**config.mk**
```make
export PLATFORM = sky130hd
export DESIGN_NAME = gonso_wb_initiator
export DESIGN_NICKNAME = d
export VERILOG_FILES = /design/src/rtl/gonso_wb_pkg.sv /design/src/rtl/gonso_wb_timer.sv /design/src/rtl/gonso_wb_initiator.sv
export SDC_FILE = /design/constraint.sdc
export NUM_CORES = 1
export LEC_CHECK = 0
export BUFFER_PORTS_ARGS = -buffer_cell sky130_fd_sc_hd__buf_2
export CAP_MARGIN = 20
export CELL_PAD_IN_SITES_DETAIL_PLACEMENT = 1
export CELL_PAD_IN_SITES_GLOBAL_PLACEMENT = 1
export CORE_MARGIN = 2
export CORE_UTILIZATION = 34
export DETAILED_ROUTE_END_ITERATION = 8
export PLACE_DENSITY = 0.93
export SLEW_MARGIN = 20
export SYNTH_ARGS = -nofsm -noshare
export SYNTH_HDL_FRONTEND = slang
export SYNTH_HIERARCHICAL = 1
export SYNTH_SLANG_ARGS = --single-unit
```
**constraint.sdc**
```tcl
create_clock -name clk -period 5.4 [get_ports clk]
set_input_delay 0.81 -clock clk [delete_from_list [all_inputs] [get_ports clk]]
set_output_delay 0.81 -clock clk [all_outputs]
set_load 0.03 [all_outputs]
```
**src/rtl/gonso_wb_pkg.sv**
```systemverilog
// Shared types and constants for the gonso Wishbone initiator and its wait timer.
// Also holds the addresses of the gonso register block on the user-project bus.
package gonso_wb_pkg;

  localparam int unsigned DATA_W = 32;
  localparam int unsigned ADDR_W = 32;
  localparam int unsigned SEL_W  = 4;

  localparam logic [ADDR_W-1:0] GONSO_REG_ADDR       = 32'h3003_0004;
  localparam logic [ADDR_W-1:0] GONSO_PLUS_REG_ADDR  = 32'h3003_0008;
  localparam logic [ADDR_W-1:0] GONSO_COLOR_REG_ADDR = 32'h3003_000C;

  typedef enum logic [1:0] {
    IDLE = 2'd0,
    BUS  = 2'd1,
    RESP = 2'd2
  } wb_state_e;

  // Width of a counter that must hold 0..t; a disabled timeout still gets one bit.
  function automatic int unsigned cnt_width(input int unsigned t);
    return (t == 0) ? 1 : $clog2(t + 1);
  endfunction

endpackage

```
**src/rtl/gonso_wb_timer.sv**
```systemverilog
// Clearable bus wait counter with terminal-count flag.
// The flag rises when the counter reaches TIMEOUT_CYCLES-1; it never rises when TIMEOUT_CYCLES is 0.
module gonso_wb_timer
  import gonso_wb_pkg::*;
#(
  parameter int unsigned TIMEOUT_CYCLES = 255
) (
  input  logic clk,
  input  logic rst,
  input  logic clr_i,
  input  logic inc_i,
  output logic tc_o
);

  localparam int unsigned W = cnt_width(TIMEOUT_CYCLES);
  localparam logic [W-1:0] TC_VAL = W'((TIMEOUT_CYCLES == 0) ? 0 : TIMEOUT_CYCLES - 1);
  localparam logic ENABLED = (TIMEOUT_CYCLES != 0);

  logic [W-1:0] cnt_q;
  logic [W-1:0] cnt_d;

  assign tc_o = ENABLED && (cnt_q == TC_VAL);

  // Holding at terminal count keeps the counter from wrapping while the flag is consumed.
  always_comb begin
    cnt_d = cnt_q;
    if (clr_i) begin
      cnt_d = '0;
    end else if (inc_i && ENABLED && !tc_o) begin
      cnt_d = cnt_q + W'(1);
    end
  end

  always_ff @(posedge clk) begin
    if (rst) begin
      cnt_q <= '0;
    end else begin
      cnt_q <= cnt_d;
    end
  end

endmodule

```
**src/rtl/gonso_wb_initiator.sv**
```systemverilog
// Single-outstanding Wishbone classic initiator: request stream in, one bus cycle, response stream out.
// All outputs are registered; a bounded wait converts a missing ack into an error response.
module gonso_wb_initiator
  import gonso_wb_pkg::*;
#(
  parameter int unsigned TIMEOUT_CYCLES = 255
) (
  input  logic              clk,
  input  logic              rst,
  input  logic              req_valid,
  output logic              req_ready,
  input  logic              req_we,
  input  logic [ADDR_W-1:0] req_addr,
  input  logic [DATA_W-1:0] req_data,
  input  logic [SEL_W-1:0]  req_sel,
  output logic              resp_valid,
  input  logic              resp_ready,
  output logic [DATA_W-1:0] resp_data,
  output logic              resp_err,
  output logic              wbm_cyc_o,
  output logic              wbm_stb_o,
  output logic              wbm_we_o,
  output logic [ADDR_W-1:0] wbm_adr_o,
  output logic [DATA_W-1:0] wbm_dat_o,
  output logic [SEL_W-1:0]  wbm_sel_o,
  input  logic [DATA_W-1:0] wbm_dat_i,
  input  logic              wbm_ack_i,
  output logic [7:0]        timeout_count
);

  wb_state_e         state_q;
  logic              req_ready_q;
  logic              resp_valid_q;
  logic [DATA_W-1:0] resp_data_q;
  logic              resp_err_q;
  logic              cyc_q;
  logic              we_q;
  logic [ADDR_W-1:0] adr_q;
  logic [DATA_W-1:0] dat_q;
  logic [SEL_W-1:0]  sel_q;
  logic [7:0]        tcnt_q;
  logic [7:0]        tcnt_d;
  logic              timer_tc;

  gonso_wb_timer #(
    .TIMEOUT_CYCLES(TIMEOUT_CYCLES)
  ) u_timer (
    .clk  (clk),
    .rst  (rst),
    .clr_i(state_q != BUS),
    .inc_i(!wbm_ack_i),
    .tc_o (timer_tc)
  );

  assign tcnt_d = (tcnt_q == 8'hFF) ? tcnt_q : tcnt_q + 8'd1;

  always_ff @(posedge clk) begin
    if (rst) begin
      state_q      <= IDLE;
      req_ready_q  <= 1'b0;
      resp_valid_q <= 1'b0;
      resp_data_q  <= '0;
      resp_err_q   <= 1'b0;
      cyc_q        <= 1'b0;
      we_q         <= 1'b0;
      adr_q        <= '0;
      dat_q        <= '0;
      sel_q        <= '0;
      tcnt_q       <= '0;
    end else begin
      case (state_q)
        IDLE: begin
          req_ready_q <= 1'b1;
          if (req_valid && req_ready_q) begin
            we_q        <= req_we;
            adr_q       <= req_addr;
            dat_q       <= req_data;
            sel_q       <= req_sel;
            cyc_q       <= 1'b1;
            req_ready_q <= 1'b0;
            state_q     <= BUS;
          end
        end
        BUS: begin
          // Ack is tested first so it wins over a coincident terminal count.
          if (wbm_ack_i) begin
            resp_data_q  <= we_q ? '0 : wbm_dat_i;
            resp_err_q   <= 1'b0;
            resp_valid_q <= 1'b1;
            cyc_q        <= 1'b0;
            state_q      <= RESP;
          end else if (timer_tc) begin
            resp_data_q  <= '0;
            resp_err_q   <= 1'b1;
            resp_valid_q <= 1'b1;
            cyc_q        <= 1'b0;
            tcnt_q       <= tcnt_d;
            state_q      <= RESP;
          end
        end
        RESP: begin
          if (resp_ready) begin
            resp_valid_q <= 1'b0;
            req_ready_q  <= 1'b1;
            state_q      <= IDLE;
          end
        end
        default: begin
          state_q <= IDLE;
        end
      endcase
    end
  end

  assign req_ready     = req_ready_q;
  assign resp_valid    = resp_valid_q;
  assign resp_data     = resp_data_q;
  assign resp_err      = resp_err_q;
  assign wbm_cyc_o     = cyc_q;
  assign wbm_stb_o     = cyc_q;
  assign wbm_we_o      = we_q;
  assign wbm_adr_o     = adr_q;
  assign wbm_dat_o     = dat_q;
  assign wbm_sel_o     = sel_q;
  assign timeout_count = tcnt_q;

endmodule

```
==> out/metrics.csv <==
stage;metric;value;unit
clock_network;hold_buffers;0;
setup_path;crit_buf_inv;1;
place;io_buffers;219;
logic_synthesis;synth-compound-area-share;0.1611;
final_layout;seq_area;0.002462;mm²
setup_path;crit_fanout;12;
logic_synthesis;synth_mux_area_frac;0.008738;
drt;vias;4684;
timing;hold_violations;0;
clock_network;cts-root-buf;clkbuf_16;
timing;worstMarginPinSlew;0.8350;ns
timing;report.final.setup_viol;0;
clock_network;cts_resized;0;
place;pre_cts_slack;3.031;ns
pwr;powerDensity;360.6;mW/mm²
global_routing;grt_usage;0.1965;
drt;drt_pre_antenna_iters;4;
global_routing;met2_usage;0.3164;
pwr;leakage;2.808;nW
timing;period_minus_slack;2.330;ns
logic_synthesis;syn_area;0.004582;mm²
logic_synthesis;synth_largest_area_cell;dfxtp_1;
logic_synthesis;ys_ff_latch;123;
die;dieHeight;120.1;µm
logic_synthesis;netlist_instances;567;
logic_synthesis;synth_top_family_by_area;simple AND/OR/NAND/NOR gates;
setup_path;crit_family;simple AND/OR/NAND/NOR gates;
clock_network;cts_setup_buffers;0;
drt;postRouteAntennaNets;0;
clock_network;cts_tree;built;
setup_path;critPathKind;flip-flop to flip-flop;
drt;routedWlPerCell;14.60;µm
timing;final.setup.tns;0;ns
final_layout;drive_gt1_frac;0.3342;
die;row_count;42;
logic_synthesis;yosysUniqueCellTypes;39;
die;ios;220;
timing;finalWorstSetupSlack;3.070;ns
timing;rsz0062_at_grt;no;
setup_path;crit_slowest_cell;or4_1;
logic_synthesis;avgSynthCellArea;8.081;µm²
global_routing;grt_max_degree;80;
final_layout;nets;878;
timing;max_clock_freq;429.1;MHz
die;floorplan.initialDensity;0.3474;
logic_synthesis;synth_top_area_frac;0.5374;
die;die_width;120.1;µm
global_routing;met3_usage;0.08840;
global_routing;grt_busiest_layer;met2;
logic_synthesis;yosysWarnings;6;
place;hpwl;9736;µm
setup_path;cp-start-kind;flip-flop;
timing;final_max_slew_viol_count;0;
setup_path;max_stage_delay;0.50;ns
setup_path;cp_cell_sequence;ha_1 -> and3_1 -> nand2_1 -> inv_1 -> nand4bb_1 -> o21bai_4 -> or4_1 -> a21oi_1;
logic_synthesis;syn_nets;676;
logic_synthesis;synthXorXnorAreaFrac;0.001912;
clock_network;cts_sinks;123;
drt;drc;0;
logic_synthesis;synth_adder_area_share;0.008192;
setup_path;crit_path_end_kind;flip-flop;
timing;fin_crit_sh;0.4315;
clock_network;htreeDepth;4;
clock_network;clkLatencyLatePin;0.41;ns
logic_synthesis;synth.area.top_cells;dfxtp_1 (54%), nand2_1 (15%), a21oi_1 (13%);
die;core;0.01319;mm²
final_layout;nFillCells;1667;
final_layout;syn2layout_area_growth;38.91;%
global_routing;gr-total-overflow;0;
place;finalWeightedCongestion;0.7864;
global_routing;grt_pass1_wl;22510;µm
logic_synthesis;yosys.area_share.simple;0.2354;
die;dieArea;0.01442;mm²
global_routing;antenna_found_initial;0;
global_routing;grtUsageMet1;0.2226;
drt;viasPerCell;4.889;
setup_path;cp.arrival;2.66;ns
drt;wirelength;13990;µm
timing;skew;0.004571;ns
logic_synthesis;ys_seq_area_frac;0.5374;
clock_network;path_clk_slew;0.05;ns
global_routing;grt_pass1_vias;4677;
clock_network;numCtsBuffers;17;
status;status;complete, no violations;
worst_hold_path;hold_path.class;flip-flop to flip-flop;
setup_path;crit_required;5.73;ns
flow_run;cap_violations;0;
final_layout;multi_input_area;0.001939;mm²
drt;drtIter0Drc;242;
clock_network;clockBufferDepth;2;
pwr;vdd_ir_drop_max;0.0001597;V
timing;slew_headroom;0.4433;
stage by stage:
step	utilization	cells	power, mW	instance area [µm²]	hold slack, ns
after floorplan	-	567	1.126	4582	0.4523
after global placement	0.4391	926	1.218	5792	0.4343
after detailed placement	0.4391	926	1.224	5792	0.4417
after CTS	0.4824	957	2.327	6362	0.4487
after global routing	0.4824	957	2.394	6362	0.4683
final	0.4825	958	2.295	6365	0.4474
path summary, 6_finish.rpt:
check | start | end | slack, ns | cells past startpoint
max | u_timer/cnt_q[1] | timeout_count[5] | 3.07 | 8
min | resp_data[25] | resp_data[25] | 0.45 | 2
max reg2reg | u_timer/cnt_q[1] | timeout_count[5] | 3.07 | 8
min reg2reg | resp_data[25] | resp_data[25] | 0.45 | 2
cell families (layout without fill, tap and decap cells):
family          Yosys count  after routing
flops                   123            123
mux                       4              4
compound gates          136            136
buf+inv                  49            263
simple gates            251            251
xor+xnor                  1              1
other cells               0              1
fa+ha+maj                 3              3
power breakdown:
part           leakage [nW]  switching [mW]  internal [mW]
logic                  1.53           0.165         0.0784
registers             0.998          0.0175          0.942
clock network         0.283           0.384          0.708
total                  2.81           0.567           1.73
state kept, by name, indices dropped and copies added (netlist names), 2 cells and up:
name and count:
wbm_sel_o 4, timeout_count 8, wbm_adr_o 32, u_timer/cnt_q 8, resp_data 32, wbm_dat_o 32, state_q 2
cell usage after synthesis:
cell	instances
o21ai_0	5
nor4b_1	1
nor2b_1	1
o41ai_1	1
or4_1	3
nand3b_1	2
o21ai_2	1
a21oi_1	115
mux2i_1	4
o311ai_0	1
nand3_1	39
o31ai_1	3
a21boi_0	1
buf_6	1
nor3_1	1
ha_1	3
buf_4	2
and3_1	2
a21oi_2	1
o21bai_4	1
o211a_1	1
xor2_1	1
buf_2	14
a211oi_1	3
clkbuf_1	25
and4_1	1
inv_1	7
nand4_1	3
or2_2	1
a31oi_1	2
and2b_1	1
and2_1	1
or3_1	5
a311oi_1	1
dfxtp_1	123
nor4bb_1	1
nand4bb_1	2
nor2_1	8
nand2_1	179
layer usage:
| layer | wire (µm) | up-vias |
|---|---|---|
| met5 | 0 | - |
| met4 | 452 | 0 |
| met3 | 1307 | 36 |
| met2 | 6487 | 186 |
| met1 | 5742 | 2153 |
| li1 | - | 2309 |
worst register-to-register path, cell delays in order, from the launching register on:
cell	delay (ns)
dfxtp_1	0.40
ha_1	0.23
and3_1	0.26
nand2_1	0.10
inv_1	0.14
nand4bb_1	0.19
o21bai_4	0.29
or4_1	0.50
a21oi_1	0.15
layout make-up:
cell class / count / area share
repair buffers: 225 / 0.1797
flip-flops and latches: 123 / 0.3869
multi-input cells: 395 / 0.3047
clock inverters: 8 / 0.01455
well taps: 176 / 0.03460
diodes: 1 / 0.0003932
clock buffers: 23 / 0.07509
inverters: 7 / 0.004128
layout by cell type, fill, tap and decap left out, types with 2 or more instances in the layout:
| master | Yosys | routed |
|---|---|---|
| a211oi_1 | 3 | 3 |
| a21oi_1 | 115 | 115 |
| nor2_1 | 8 | 7 |
| clkbuf_1 | 25 | 3 |
| or4_1 | 3 | 3 |
| a31oi_1 | 2 | 2 |
| or3_1 | 5 | 5 |
| nand2_1 | 179 | 179 |
| clkbuf_16 | 0 | 17 |
| nand3_1 | 39 | 39 |
| ha_1 | 3 | 3 |
| clkbuf_8 | 0 | 3 |
| o31ai_1 | 3 | 3 |
| buf_4 | 2 | 7 |
| and3_1 | 2 | 2 |
| o21ai_0 | 5 | 5 |
| nand3b_1 | 2 | 2 |
| clkinv_2 | 0 | 5 |
| buf_2 | 14 | 218 |
| bufinv_16 | 0 | 2 |
| dfxtp_1 | 123 | 123 |
| nand4_1 | 3 | 3 |
| inv_1 | 7 | 7 |
| mux2i_1 | 4 | 4 |
Note: power is estimated with default switching activity, not from simulation.
